===== config.mk =====
export PLATFORM = sky130hd
export DESIGN_NAME = ps2_key_event_ctrl
export DESIGN_NICKNAME = d
export VERILOG_FILES = /design/src/rtl/ps2_key_event_ctrl.sv
export SDC_FILE = /design/constraint.sdc
export NUM_CORES = 1
export LEC_CHECK = 0
export ABC_AREA = 0
export BUFFER_PORTS_ARGS = -buffer_cell sky130_fd_sc_hd__buf_2
export CAP_MARGIN = 10
export CELL_PAD_IN_SITES_DETAIL_PLACEMENT = 1
export CELL_PAD_IN_SITES_GLOBAL_PLACEMENT = 1
export CORE_MARGIN = 1.5
export CORE_UTILIZATION = 45
export CTS_CLUSTER_SIZE = 12
export DETAILED_ROUTE_END_ITERATION = 7
export PLACE_DENSITY = 0.76
export RECOVER_POWER = 100
export SYNTH_ARGS = -nofsm -noshare
export SYNTH_HDL_FRONTEND = slang
export SYNTH_SLANG_ARGS = --single-unit

===== constraint.sdc =====
create_clock -name clk -period 6.8 [get_ports clk]
set_clock_uncertainty 0.1 [all_clocks]
set_input_delay 0 -clock clk [delete_from_list [all_inputs] [get_ports clk]]
set_output_delay 0 -clock clk [all_outputs]
set_load 0.03 [all_outputs]

===== src/rtl/ps2_key_event_ctrl.sv =====
// ps2_key_event_ctrl: PS/2 make/break/E0 sequencer with held-key tracking, press counter and event FIFO (option: TYPEMATIC_PASS_EN)
module ps2_key_event_ctrl #(
  parameter int FIFO_DEPTH = 4,
  parameter int CNT_W      = 8
) (
  input  logic             clk,
  input  logic             resetn,
  input  logic             rx_valid,
  input  logic [7:0]       rx_data,
  output logic             ev_valid,
  input  logic             ev_ready,
  output logic [7:0]       ev_code,
  output logic             ev_break,
  output logic             ev_ext,
  output logic             held_valid,
  output logic [7:0]       held_code,
  output logic             held_ext,
  output logic [CNT_W-1:0] press_cnt,
  output logic             overflow,
  input  logic             clear_ovf
);
  localparam int AW = $clog2(FIFO_DEPTH);
  typedef enum logic [1:0] {S_IDLE, S_EXT, S_BRK, S_EXT_BRK} state_t;
  state_t state_q, state_d;
  logic [AW:0] wr_q, wr_d, rd_q, rd_d;
  logic [9:0] mem_q [FIFO_DEPTH];
  logic [9:0] mem_d [FIFO_DEPTH];
  logic held_valid_q, held_valid_d, held_ext_q, held_ext_d, overflow_q, overflow_d;
  logic [7:0] held_code_q, held_code_d;
  logic [CNT_W-1:0] press_cnt_q, press_cnt_d;
  logic make, brk, ext, pfx, match, fresh, push, pop, full, accept, drop;
  // prefix protocol: classify each received byte as make, break or prefix/discard
  always_comb begin
    state_d = state_q;
    make = 1'b0;
    brk = 1'b0;
    ext = 1'b0;
    pfx = rx_data == 8'hE0 || rx_data == 8'hF0;
    if (rx_valid) begin
      if (rx_data == 8'h00 || rx_data == 8'hFF) state_d = S_IDLE;
      else case (state_q)
        S_IDLE: begin
          state_d = rx_data == 8'hE0 ? S_EXT : rx_data == 8'hF0 ? S_BRK : S_IDLE;
          make = !pfx;
        end
        S_EXT: begin
          state_d = rx_data == 8'hF0 ? S_EXT_BRK : rx_data == 8'hE0 ? S_EXT : S_IDLE;
          make = !pfx;
          ext = 1'b1;
        end
        S_BRK: begin
          state_d = S_IDLE;
          brk = !pfx;
        end
        S_EXT_BRK: begin
          state_d = S_IDLE;
          brk = !pfx;
          ext = 1'b1;
        end
      endcase
    end
  end
  // held key, press counter, overflow flag and FIFO pointer/storage updates
  always_comb begin
    match = held_valid_q && held_ext_q == ext && held_code_q == rx_data;
    fresh = make && !match;
`ifdef TYPEMATIC_PASS_EN
    push = brk || make;
`else
    push = brk || fresh;
`endif
    full = wr_q[AW] != rd_q[AW] && wr_q[AW-1:0] == rd_q[AW-1:0];
    pop = ev_valid && ev_ready;
    accept = push && (!full || pop);
    drop = push && full && !pop;
    wr_d = wr_q + {{AW{1'b0}}, accept};
    rd_d = rd_q + {{AW{1'b0}}, pop};
    mem_d = mem_q;
    if (accept) mem_d[wr_q[AW-1:0]] = {rx_data, brk, ext};
    held_valid_d = fresh ? 1'b1 : (brk && match) ? 1'b0 : held_valid_q;
    held_code_d = fresh ? rx_data : held_code_q;
    held_ext_d = fresh ? ext : held_ext_q;
    press_cnt_d = press_cnt_q + {{(CNT_W-1){1'b0}}, fresh};
    overflow_d = drop || (overflow_q && !clear_ovf);
  end
  // state and control registers with synchronous active-low reset
  always_ff @(posedge clk) begin
    if (!resetn) begin
      state_q <= S_IDLE;
      wr_q <= '0;
      rd_q <= '0;
      held_valid_q <= 1'b0;
      held_code_q <= '0;
      held_ext_q <= 1'b0;
      press_cnt_q <= '0;
      overflow_q <= 1'b0;
    end else begin
      state_q <= state_d;
      wr_q <= wr_d;
      rd_q <= rd_d;
      held_valid_q <= held_valid_d;
      held_code_q <= held_code_d;
      held_ext_q <= held_ext_d;
      press_cnt_q <= press_cnt_d;
      overflow_q <= overflow_d;
    end
  end
  // FIFO storage; stale entries are masked by ev_valid so no reset is needed
  always_ff @(posedge clk) mem_q <= mem_d;
  assign ev_valid = wr_q != rd_q;
  assign {ev_code, ev_break, ev_ext} = ev_valid ? mem_q[rd_q[AW-1:0]] : 10'd0;
  assign held_valid = held_valid_q;
  assign held_code = held_code_q;
  assign held_ext = held_ext_q;
  assign press_cnt = press_cnt_q;
  assign overflow = overflow_q;
endmodule


==> impl_summary.md, run 1 <==
Status
The run finished with clean final reports.

Worst hold path
The path type of the worst min-delay path is in2reg. The startpoint identified for the worst hold timing path is ev_ready. The capture endpoint of the worst hold path is rd_q[0]$_SDFF_PN0_. The count of cells along the worst hold path is 4.

CTS
The clock reaches the later pin of the worst-skew pair after 340 ps. The number of clock buffers added by TritonCTS is 9. The clock tree from TritonCTS is done. The number of sinks handled by clock tree synthesis is 67.

The cell sitting at the root of the clock tree is a sky130_fd_sc_hd__clkbuf_8. No sink is reached through more buffers than the 2 on the longest clock path. The register clock-pin slew on the reported worst setup and hold paths is 70 ps. In this run, post-CTS repair resized a total of 0 instances.

The H-tree generated during clock tree synthesis spans 3 levels.

Power and ir drop
IR analysis of the VDD net gives a maximum drop of 0.0001705 V. Summed over all cells, the static leakage comes to 0.001257 uW. In this run the power density over the cells is 314.6 nW/um^2.

Synthesis
The net count after synthesis is 233. The average cell area after synthesis is 13.51 um^2. The sequential element share of the synthesized area is 60.26%. The most used flip-flop cell after synthesis is sky130_fd_sc_hd__edfxtp_1.

For this run, asynchronously set or reset flops after synthesis account for 0%. Synthesis produced a netlist whose cell count is 214. The largest total area in the synthesized netlist belongs to sky130_fd_sc_hd__edfxtp_1.

The number of synthesized flops with an enable pin is 40. The top cell type's share of synthesized area is 41.56%. The count of unique library cells instantiated by Yosys is 37. Ranked by total cell area, the synthesized netlist is headed by sky130_fd_sc_hd__edfxtp_1 (42%), sky130_fd_sc_hd__dfxtp_1 (19%), sky130_fd_sc_hd__mux4_2 (7.8%). The netlist area before placement is 2890 um^2. The flip-flop and latch count after synthesis is 67. The yosys synthesis warning count is 0.

Timing
Setup violations remaining at the end of the flow were counted as 0. At the pin with the least slew margin, the transition time is 919.4 ps. Setup repair after global routing left no endpoint under its margin. The worst relative slew slack is 38.48%. The ratio of final minimum period to clock period is 44.83%.

The setup TNS after final layout is 0 ps. The post-route minimum period is 3048 ps. The number of max-slew violations in the final report is 0. The count of endpoints failing hold in the final timing report came to 0. Derived from the worst setup path, the maximum achievable clock frequency is 0.3280 GHz.

Setup path
The highest fanout seen on the critical path is 11. The worst reg2reg path startpoint is rd_q[0]$_SDFF_PN0_. The worst register-to-register path has a depth of 9.

The worst setup path is launched from an input port. The worst endpoint required time is 6930 ps. In this run the register-to-register setup slack is 4050 ps. The critical path arrival is 3180 ps. The capture instance of the worst register-to-register path is wr_q[2]$_SDFF_PN0_.

The critical path in this run is classified as in2reg. The worst setup path is captured at a flop.

Floorplan
The placement row count is 29. The starting density of the core is 46.04%. The die boundary height is 83.14 um. In this run the horizontal extent of the chip is 83.14 um. Pin placement for this block handled 43 I/O pins. The area of the die is 6912 um^2. The core footprint is 6277 um^2.

Detailed routing
The first routing iteration left 79 violations. The routed length on met2 is 3151 um. For this block, the routed nets add up to 6203 um of wire. Dividing the detail-routed wire length by the instance count gives 17.38 um. The mean number of vias per cell is 5.289. In the final routing, the length of wire on met1 measures 2740 um. The sum of met3 wire segment lengths after detailed routing is 234 um. The total iterations of the first detailed-routing run is 4. The total via count after detailed routing is 1888. The topmost layer with routed signal wires is met4. The number of nets still failing antenna checks after routing is 0. In the routed design, unresolved DRC markers number 0.

Placed design
The final RePlAce weighted congestion is 0.7308. The placed instance area is 3188 um^2. The count of port buffers added during placement is 42.

Layout
The repair_antennas step left the layout with diodes totalling 0. From synthesis to final layout, the design area changed by 18.27%. The post-layout net count is 294. The final non-filler cell area is 3418 um^2. Cells with a size suffix above 1 make up 10.71% of the layout.

GRT
The number of global-route vias before repair is 2036. Entering global routing, the biggest net connects 38 pins. The total overflow left after global routing is 0. The first global-routing pass estimated 10230 um of wire. The combined global-route utilization of all metal layers is 19.27%.

The number of antenna violations at the first check in global routing came to 0.

Flow run
The number of max-cap violations is 0.
[routing by layer]
metal / vias up / track usage, %
met1: 939 / 23.53
met3: 8 / 5.268
met5: - / 0
li1: 901 / -
met4: 0 / 6.364
met2: 40 / 33.11
[worst max-delay path by stage]
stage / start / endpoint / slack (ps) / cells past startpoint
finish: rx_data[4] / press_cnt[2]$_SDFF_PN0_ / 3750 / 10
global route: rx_data[4] / press_cnt[4]$_SDFF_PN0_ / 3570 / 11
CTS: rd_q[0]$_SDFF_PN0_ / wr_q[2]$_SDFF_PN0_ / 3960 / 9
detailed placement: rd_q[0]$_SDFF_PN0_ / mem_q[2]$_DFFE_PP_ / 4070 / 5
global placement: rd_q[0]$_SDFF_PN0_ / wr_q[2]$_SDFF_PN0_ / 4210 / 9
floorplan: held_code[5]$_SDFFE_PN0P_ / wr_q[2]$_SDFF_PN0_ / 4380 / 9
[final cells by class]
class / count / area, um^2
Inverter: 2 / 7.507
Sequential cell: 67 / 1742
Clock inverter: 6 / 56.30
Timing Repair Buffer: 58 / 299.0
Clock buffer: 10 / 127.6
Multi-Input combinational cell: 137 / 1090
Fill cell: 687 / 2859
Tap cell: 77 / 96.34
[sequential cells by signal, summed over array words and instances (netlist names)]
signal      cells
held_code       8
held_ext        1
held_valid      1
mem_q          40
overflow        1
press_cnt       8
rd_q            3
state_q         2
wr_q            3
[through the flow]
stage,cells,power [uW],utilization (%),hold slack [ps],setup WS [ps]
after CTS,357,1104,55.63,88.99,3962
after floorplan,214,701.0,-,-1.131,4375
after global placement,329,775.8,50.79,200.7,4214
final,357,1075,54.45,87.78,3752
after global routing,357,1125,54.45,114.8,3567
after detailed placement,329,789.2,50.79,197.5,4067
[logic make-up after synthesis]
family / Yosys count / synth area share [%]
XOR/XNOR: 20 / 6.061
flip-flops: 67 / 60.26
adder cells (fa/ha/maj): 6 / 2.597
multiplexers: 19 / 10.91
buffers and inverters: 10 / 1.602
AO/OA/AOI/OAI: 13 / 3.506
AND/OR/NAND/NOR: 79 / 15.07
[placed cells by master, fill, tap and decap left out, types with 2 or more instances in the layout]
cell                            netlist  layout
sky130_fd_sc_hd__a21boi_0             3       3
sky130_fd_sc_hd__a21oi_1              1       2
sky130_fd_sc_hd__and2_0               0      11
sky130_fd_sc_hd__and2_1              14       3
sky130_fd_sc_hd__and3_1               2       2
sky130_fd_sc_hd__buf_2                1       5
sky130_fd_sc_hd__clkbuf_1             6      42
sky130_fd_sc_hd__clkbuf_8             0       9
sky130_fd_sc_hd__clkinv_2             0       3
sky130_fd_sc_hd__dfxtp_1             27      27
sky130_fd_sc_hd__dlygate4sd3_1        0      12
sky130_fd_sc_hd__edfxtp_1            40      40
sky130_fd_sc_hd__ha_1                 6       6
sky130_fd_sc_hd__inv_1                2       2
sky130_fd_sc_hd__mux2i_1              9       9
sky130_fd_sc_hd__mux4_2              10      10
sky130_fd_sc_hd__nand2_1             22      22
sky130_fd_sc_hd__nand3_1              8       8
sky130_fd_sc_hd__nor2_1               2       2
sky130_fd_sc_hd__nor2b_1             12      12
sky130_fd_sc_hd__nor3_1               6       6
sky130_fd_sc_hd__nor3b_1              3       3
sky130_fd_sc_hd__nor4_1               3       3
sky130_fd_sc_hd__o211ai_1             1       2
sky130_fd_sc_hd__o21a_1               2       2
sky130_fd_sc_hd__or4_1                1       2
sky130_fd_sc_hd__xnor2_1              6       6
sky130_fd_sc_hd__xor2_1              14      14
[worst max-delay path, stage by stage]
cell and delay [ps]:
sky130_fd_sc_hd__dlygate4sd3_1 530, sky130_fd_sc_hd__clkbuf_1 270, sky130_fd_sc_hd__or4_1 630, sky130_fd_sc_hd__o211ai_1 380, sky130_fd_sc_hd__a21oi_1 170, sky130_fd_sc_hd__o21a_1 350, sky130_fd_sc_hd__ha_1 300, sky130_fd_sc_hd__ha_1 220
sky130_fd_sc_hd__xor2_1 170, sky130_fd_sc_hd__and2_0 150
[where the power goes]
group / leakage (uW) / internal (uW) / total, uW / switching (uW)
registers: 0.000590 / 467 / 500 / 33.3
clock network: 0.0000935 / 166 / 311 / 145
logic: 0.000574 / 95.1 / 264 / 169
[synth_stat cells (3+ instances only)]
cell	number
sky130_fd_sc_hd__a21boi_0	3
sky130_fd_sc_hd__and2_1	14
sky130_fd_sc_hd__clkbuf_1	6
sky130_fd_sc_hd__dfxtp_1	27
sky130_fd_sc_hd__edfxtp_1	40
sky130_fd_sc_hd__ha_1	6
sky130_fd_sc_hd__mux2i_1	9
sky130_fd_sc_hd__mux4_2	10
sky130_fd_sc_hd__nand2_1	22
sky130_fd_sc_hd__nand3_1	8
sky130_fd_sc_hd__nor2b_1	12
sky130_fd_sc_hd__nor3_1	6
sky130_fd_sc_hd__nor3b_1	3
sky130_fd_sc_hd__nor4_1	3
sky130_fd_sc_hd__xnor2_1	6
sky130_fd_sc_hd__xor2_1	14
[timing repair]
item	CTS	global route
endpoints found under the setup margin	0	0
endpoints found under the hold margin	42	0
buffers inserted	0	0
hold buffers	12	0
(Power assumes the default switching activity.)
==> inputs of run 2 (changes only) <==
--- a/config.mk
+++ b/config.mk
@@ -11,10 +11,10 @@
 export CELL_PAD_IN_SITES_DETAIL_PLACEMENT = 1
 export CELL_PAD_IN_SITES_GLOBAL_PLACEMENT = 1
 export CORE_MARGIN = 1.5
-export CORE_UTILIZATION = 45
+export CORE_UTILIZATION = 41
 export CTS_CLUSTER_SIZE = 12
 export DETAILED_ROUTE_END_ITERATION = 7
-export PLACE_DENSITY = 0.76
+export PLACE_DENSITY = 0.73
 export RECOVER_POWER = 100
 export SYNTH_ARGS = -nofsm -noshare
 export SYNTH_HDL_FRONTEND = slang
==> constraint.sdc (replaced) <==
create_clock -name clk -period 2.74 [get_ports clk]
set_clock_uncertainty 0.1 [all_clocks]
set_input_delay 0 -clock clk [delete_from_list [all_inputs] [get_ports clk]]
set_output_delay 0 -clock clk [all_outputs]
set_load 0.03 [all_outputs]
==> run 2 against run 1 <==
Effect of this change:
- combinational power rose to 2.7 times the previous value
- utilization fell by 2.4 points
- sequential power rose by 140%
- highest routed layer unchanged
- first-iteration DRC count up 16%
- clock power increased to 3.2 times the previous value
- total power grew to 2.7 times the previous value
- non-clock buffer count increased by 4
- sequential cell count stayed put
- design area increased by 3.5%
- routed wire length decreased by 1.3%
==> impl_summary.md, run 2 (same netlist as run 1, synthesis figures left out) <==
Flow run
The number of max-cap violations is 0 (unchanged).

Floorplan
The I/O pin total is 43 (unchanged). The starting density of the core came to 42.54% (-3.5 points). The core footprint is 6794 um^2 (+8.2%). The area of the die came to 7562 um^2 (+9.4%). The placement row count is 30 (+3.4%). The die boundary height is 86.96 um (+4.6%). The horizontal die dimension is 86.96 um (+4.6%).

Detailed routing
The sum of routed wire length over all layers came to 6122 um (-1.3%). The initial DRC count was 92 (+16%). The detailed-route DRC error count is 0 (unchanged). The total iterations of the first detailed-routing run came to 4 (unchanged). The mean number of vias per cell came to 4.963 (-6.2%). The number of nets still failing antenna checks after routing was 0 (unchanged). The total via count after detailed routing is 1886 (-0.11%).

The per-cell routed wire length was 16.11 um (-7.3%).

GRT
The pin count of the biggest net entering global routing is 38 (unchanged). The number of antenna violations at the first check in global routing is 0 (unchanged). The combined global-route utilization of all metal layers is 17.89% (-1.4 points). The final global-route overflow total is 0 (unchanged). The number of global-route vias before repair came to 1987 (-2.4%).

The global-route wire length before repair is 9839 um (-3.8%).

CTS
The number of buffers inserted to repair setup after CTS is 0 (unchanged). The TritonCTS buffer count is 9 (unchanged). The register clock-pin slew on the reported worst setup and hold paths is 70 ps (about the same). The tree is rooted in a sky130_fd_sc_hd__clkbuf_8.

The number of buffers on the longest clock path is 2 (unchanged). The number of sinks handled by clock tree synthesis is 67 (unchanged). The H-tree depth reported by CTS is 3 (unchanged). The number of gates given a new drive strength after cts came to 0 (unchanged). The clock latency of the later-clocked register in the worst-skew pair is 340 ps (about the same). TritonCTS built the clock tree.

Timing
The post-route minimum period is 2504 ps. The number of max-slew violations in the final report is 0 (unchanged). The count of endpoints failing setup in the final report is 0 (unchanged). The setup TNS after final layout is 0 ps (unchanged). The slew at the pin closest to its max-slew limit is 901.0 ps (-18.39 ps). The ratio of final minimum period to clock period is 91.40%. The count of endpoints failing hold in the final timing report is 0 (unchanged). Setup repair after global routing left no endpoint under its margin.

The worst relative slew slack came to 39.71% (+1.2 points). The maximum achievable frequency is 0.3993 GHz.

Layout
The library cell used most frequently in the layout, excluding fill and tap cells, is sky130_fd_sc_hd__edfxtp_1. The share of layout cells above drive strength 1 came to 15.49% (+4.8 points). mem_q holds more flip-flops than any other register.

Compared with the post-synthesis result, the final layout area differs by 22.38%. The post-layout net count is 298 (+1.4%). Leaving out fill and tap cells, the most frequent cells in the layout are sky130_fd_sc_hd__edfxtp_1 (40), sky130_fd_sc_hd__clkbuf_1 (34), sky130_fd_sc_hd__dfxtp_1 (27), sky130_fd_sc_hd__nand2_1 (22), sky130_fd_sc_hd__xor2_1 (14). The count of inserted antenna diode cells is 0 (unchanged). The number of flip-flops under the largest register name came to 40 (unchanged).

Worst hold path
The path class of the tightest hold or removal check is in2reg.

Setup path
The cell that appears most often on the critical path is sky130_fd_sc_hd__ha_1. The classification of the worst setup path is in2reg. The worst endpoint required time came to 2880 ps (-4050 ps).

The critical path goes through dlygate4sd3_1 > buf_2 > or4_1 > o211ai_2 > a21oi_1 > o21a_1 > ha_1 > ha_1 > xor2_1 > and2_0. The critical path arrival is 2640 ps (-540 ps). The element type at the critical path start is an input port. The buffer and inverter count on the worst path is 2 (unchanged). The peak per-stage delay on the critical path is 600 ps (-30 ps). The highest fanout seen on the critical path is 11 (unchanged).

For this design, the slowest cell found on the critical path is sky130_fd_sc_hd__or4_1. The cell type group with the largest total delay on the critical path is simple AND/OR/NAND/NOR gates. The endpoint class of the critical path is a flop.

Power and ir drop
The leakage power figure is 0.001325 uW (+5.4%). The peak supply drop came to 0.0003329 V (+95%). The total power density per cell area is 819.4 nW/um^2 (+160%). The total design power came to 2898 uW (+170%).

Status
The run finished with clean final reports.

Placed design
The count of port buffers added during placement is 42 (unchanged). The HPWL after detailed placement is 4126 um. The final RePlAce weighted congestion is 0.7237 (-0.97%).
==> run 2: power by group <==
part,leakage [uW],total [uW],internal [uW],switching (uW)
combinational,0.000616,712,251,462
clock,0.000119,989,602,387
sequential,0.000590,1200,1160,40.0
==> run 2: metrics by stage <==
stage / hold slack, ps / utilization (%) / area, um^2 / instances / setup WS, ps
2_1_floorplan: -1.131 / - / 2890 / 214 / 315.2
3_3_place_gp: 188.5 / 47.72 / 3242 / 352 / 422.9
3_5_place_dp: 205.0 / 47.72 / 3242 / 352 / 310.1
4_1_cts: 40.30 / 53.02 / 3602 / 380 / 266.0
5_1_grt: 105.3 / 52.06 / 3537 / 380 / 97.27
6_report: 72.81 / 52.06 / 3537 / 380 / 235.6
==> run 2: what timing repair did <==
item | CTS | global route
endpoints found under the setup margin | 0 | 0
hold buffers | 12 | 0
endpoints found under the hold margin | 42 | 0
==> run 2: metal layers <==
| metal | track usage [%] | wire (um) | vias to the layer above |
|---|---|---|---|
| met2 | 29.60 | 3028 | 41 |
| met1 | 21.92 | 2757 | 925 |
| met4 | 8.358 | 94 | 0 |
| met3 | 4.550 | 241 | 9 |
| li1 | - | - | 911 |
| met5 | 0 | 0 | - |
==> run 2: final timing paths <==
kind | startpoint | cells after the start | endpoint | slack, ps
worst max-delay path | rx_data[4] | 10 | press_cnt[2]$_SDFF_PN0_ | 240
worst min-delay path | ev_ready | 4 | rd_q[0]$_SDFF_PN0_ | 70
worst max register to register | held_code[5]$_SDFFE_PN0P_ | 7 | mem_q[20]$_DFFE_PP_ | 320
worst min register to register | held_code[2]$_SDFFE_PN0P_ | 2 | held_code[2]$_SDFFE_PN0P_ | 390
==> run 2: area by class of cell <==
cell class | instances | area (um^2)
clock buffers | 9 | 123.9
clock inverters | 7 | 116.4
fillers | 736 | 3257
inverters | 2 | 7.507
multi-input cells | 137 | 1095
flip-flops and latches | 67 | 1742
well taps | 96 | 120.1
repair buffers | 62 | 332.8
==> run 2: worst reg2reg max path: cells and delay by family (launching register included) <==
family	cells	cell delay, ps
buf+inv	2	470
flops	1	330
compound gates	1	320
xor+xnor	1	170
simple gates	3	710
==> inputs of run 3 (changes only) <==
--- a/config.mk
+++ b/config.mk
@@ -7,14 +7,13 @@
 export LEC_CHECK = 0
 export ABC_AREA = 0
 export BUFFER_PORTS_ARGS = -buffer_cell sky130_fd_sc_hd__buf_2
-export CAP_MARGIN = 10
 export CELL_PAD_IN_SITES_DETAIL_PLACEMENT = 1
 export CELL_PAD_IN_SITES_GLOBAL_PLACEMENT = 1
 export CORE_MARGIN = 1.5
 export CORE_UTILIZATION = 41
 export CTS_CLUSTER_SIZE = 12
 export DETAILED_ROUTE_END_ITERATION = 7
-export PLACE_DENSITY = 0.73
+export PLACE_DENSITY = 0.7
 export RECOVER_POWER = 100
 export SYNTH_ARGS = -nofsm -noshare
 export SYNTH_HDL_FRONTEND = slang
==> run 3 against run 2 <==
Effect of this change:
- routed wire length down 6.1%
- sequential share of layout area up 0.96 points
- global-route usage down 0.87 points
- worst setup slack worse by 46 ps
- combinational power down 1%
- sequential power about the same
- critical path depth unchanged
- final cell count unchanged
- utilization down 0.99 points
==> impl_summary.md, run 3 (same netlist as run 1, synthesis figures left out) <==
Power and ir drop
The total power density per cell area is 749.1 nW/um^2 (-8.6%). The peak supply drop is 0.0002746 V (-17%). The leakage power figure came to 0.001290 uW (-2.6%).

Layout
The number of flip-flops under the largest register name is 40 (unchanged). Ranked by flip-flop count, first place goes to mem_q. The count of inserted antenna diode cells is 0 (unchanged). The final core utilization is 51.07% (-0.99 points). Leaving out fill and tap cells, the most frequent cells in the layout are sky130_fd_sc_hd__edfxtp_1 (40), sky130_fd_sc_hd__clkbuf_1 (34), sky130_fd_sc_hd__dfxtp_1 (27), sky130_fd_sc_hd__nand2_1 (22), sky130_fd_sc_hd__xor2_1 (14). The final standard cell count with taps included and fillers excluded was 380 (unchanged).

From synthesis to final layout, the design area changed by 20.04%. The post-layout net count was 298 (unchanged). The library cell used most frequently in the layout, excluding fill and tap cells, is sky130_fd_sc_hd__edfxtp_1. The share of layout cells above drive strength 1 came to 15.49% (unchanged).

Setup path
The element type at the critical path start is an input port. The worst reg2reg path startpoint is held_code[5]$_SDFFE_PN0P_. The worst endpoint required time was 2860 ps (-20 ps).

The highest fanout seen on the critical path is 8 (-3). The critical path is of the in2reg type. In this run the worst setup path begins at rx_data[0]. The worst setup path is captured at a flop.

The critical path arrival is 2670 ps (+30 ps). The setup slack on the worst flop-to-flop path is 340 ps (+20 ps).

Detailed routing
The initial DRC count is 50 (-46%). The routed length on met1 is 2718 um (-1.4%). The total via count after detailed routing is 1886 (unchanged). The per-cell routed wire length is 15.12 um (-6.1%). The total iterations of the first detailed-routing run is 4 (unchanged). The number of nets still failing antenna checks after routing is 0 (unchanged). The sum of routed wire length over all layers is 5747 um (-6.1%). The detailed-route DRC error count came to 0 (unchanged). The sum of met3 wire segment lengths after detailed routing was 220 um (-8.7%).

The routed length on met2 is 2756 um (-9.0%). The mean number of vias per cell came to 4.963 (unchanged). The topmost layer with routed signal wires is met4.

Timing
The post-route minimum period is 2551 ps (+46.44 ps). The count of endpoints failing setup in the final report is 0 (unchanged). The setup TNS after final layout is 0 ps (unchanged). The slew at the pin closest to its max-slew limit came to 898.7 ps (-2.355 ps). Setup repair after global routing left no endpoint under its margin. The worst hold margin was 66.86 ps (-5.954 ps). The count of endpoints failing hold in the final timing report was 0 (unchanged). The maximum achievable frequency was 0.3920 GHz (-1.8%).

The worst relative slew slack is 39.87% (+0.16 points). The ratio of final minimum period to clock period is 93.10% (+1.7 points). The number of max-slew violations in the final report is 0 (unchanged).

GRT
The combined global-route utilization of all metal layers came to 17.02% (-0.87 points). The pin count of the biggest net entering global routing was 38 (unchanged). The global-route wire length before repair is 9625 um (-2.2%). The number of antenna violations at the first check in global routing was 0 (unchanged).

The number of global-route vias before repair was 1931 (-2.8%). The final global-route overflow total is 0 (unchanged).

CTS
The register clock-pin slew on the reported worst setup and hold paths is 70 ps (about the same). The TritonCTS buffer count is 9 (unchanged). The number of sinks handled by clock tree synthesis is 67 (unchanged).

The number of buffers inserted to repair setup after CTS is 0 (unchanged). The number of gates given a new drive strength after cts came to 0 (unchanged). The number of buffers inserted by hold repair at cts is 12 (unchanged).

The clock latency of the later-clocked register in the worst-skew pair is 330 ps (about the same). The H-tree depth reported by CTS was 3 (unchanged). The root buffer cell is sky130_fd_sc_hd__clkbuf_8.

The number of buffers on the longest clock path is 2 (unchanged). TritonCTS built the clock tree.

Floorplan
The horizontal die dimension is 86.96 um (unchanged). The core footprint is 6794 um^2 (unchanged). The area of the die is 7562 um^2 (unchanged). The starting density of the core is 42.54% (unchanged). The I/O pin total is 43 (unchanged).

The placement row count was 30 (unchanged). The die boundary height came to 86.96 um (unchanged).

Placed design
The count of port buffers added during placement is 42 (unchanged). The final RePlAce weighted congestion was 0.7688 (+6.2%). The post-DP HPWL was 3994 um (-3.2%).

The placed cell count is 352 (unchanged).

Worst hold path
The path type of the worst min-delay path is in2reg. The hold path startpoint is ev_ready.

Status
The flow ran to the end, and the final reports show no timing, DRC or antenna violations.

Flow run
The number of max-cap violations came to 0 (unchanged).
## run 3: power by group
| part | switching, uW | internal [uW] | leakage (uW) |
|---|---|---|---|
| Combinational | 452 | 252 | 0.000622 |
| Sequential | 39.5 | 1160 | 0.000590 |
| Clock | 376 | 323 | 0.0000787 |
| Total | 867 | 1730 | 0.00129 |
## run 3: final cells by class
type                    instances  area (um^2)
flip-flops and latches         67         1742
clock inverters                 7        45.04
fillers                       736         3324
multi-input cells             137         1099
inverters                       2        7.507
repair buffers                 62        332.8
well taps                      96        120.1
clock buffers                   9        123.9
## run 3: worst max-delay path, cell delays in order
cell and delay (ps):
sky130_fd_sc_hd__dlygate4sd3_1 530, sky130_fd_sc_hd__buf_2 180, sky130_fd_sc_hd__or4_1 630, sky130_fd_sc_hd__o211ai_1 250
sky130_fd_sc_hd__a21oi_1 170, sky130_fd_sc_hd__o21a_1 160, sky130_fd_sc_hd__ha_1 200, sky130_fd_sc_hd__ha_1 230
sky130_fd_sc_hd__xor2_1 170, sky130_fd_sc_hd__and2_0 160
## run 3: layer usage
layer / up-vias / GRT usage [%]
li1: 916 / -
met1: 920 / 23.19
met2: 46 / 26.36
met3: 4 / 3.602
met4: 0 / 7.331
met5: - / 0
## run 3: worst paths after layout
path,end,cells past startpoint
worst max-delay path,press_cnt[2]$_SDFF_PN0_,10
worst min-delay path,rd_q[0]$_SDFF_PN0_,4
worst max register to register,wr_q[2]$_SDFF_PN0_,9
worst min register to register,held_valid$_SDFFE_PN0P_,2
## run 3: stage by stage
step	instance area (um^2)	power [uW]	setup WS [ps]
after floorplan	2890	1740	315.2
after global placement	3242	1943	409.8
after detailed placement	3242	1963	342.0
after CTS	3531	2673	225.1
after global routing	3470	2745	45.17
final	3470	2599	189.1
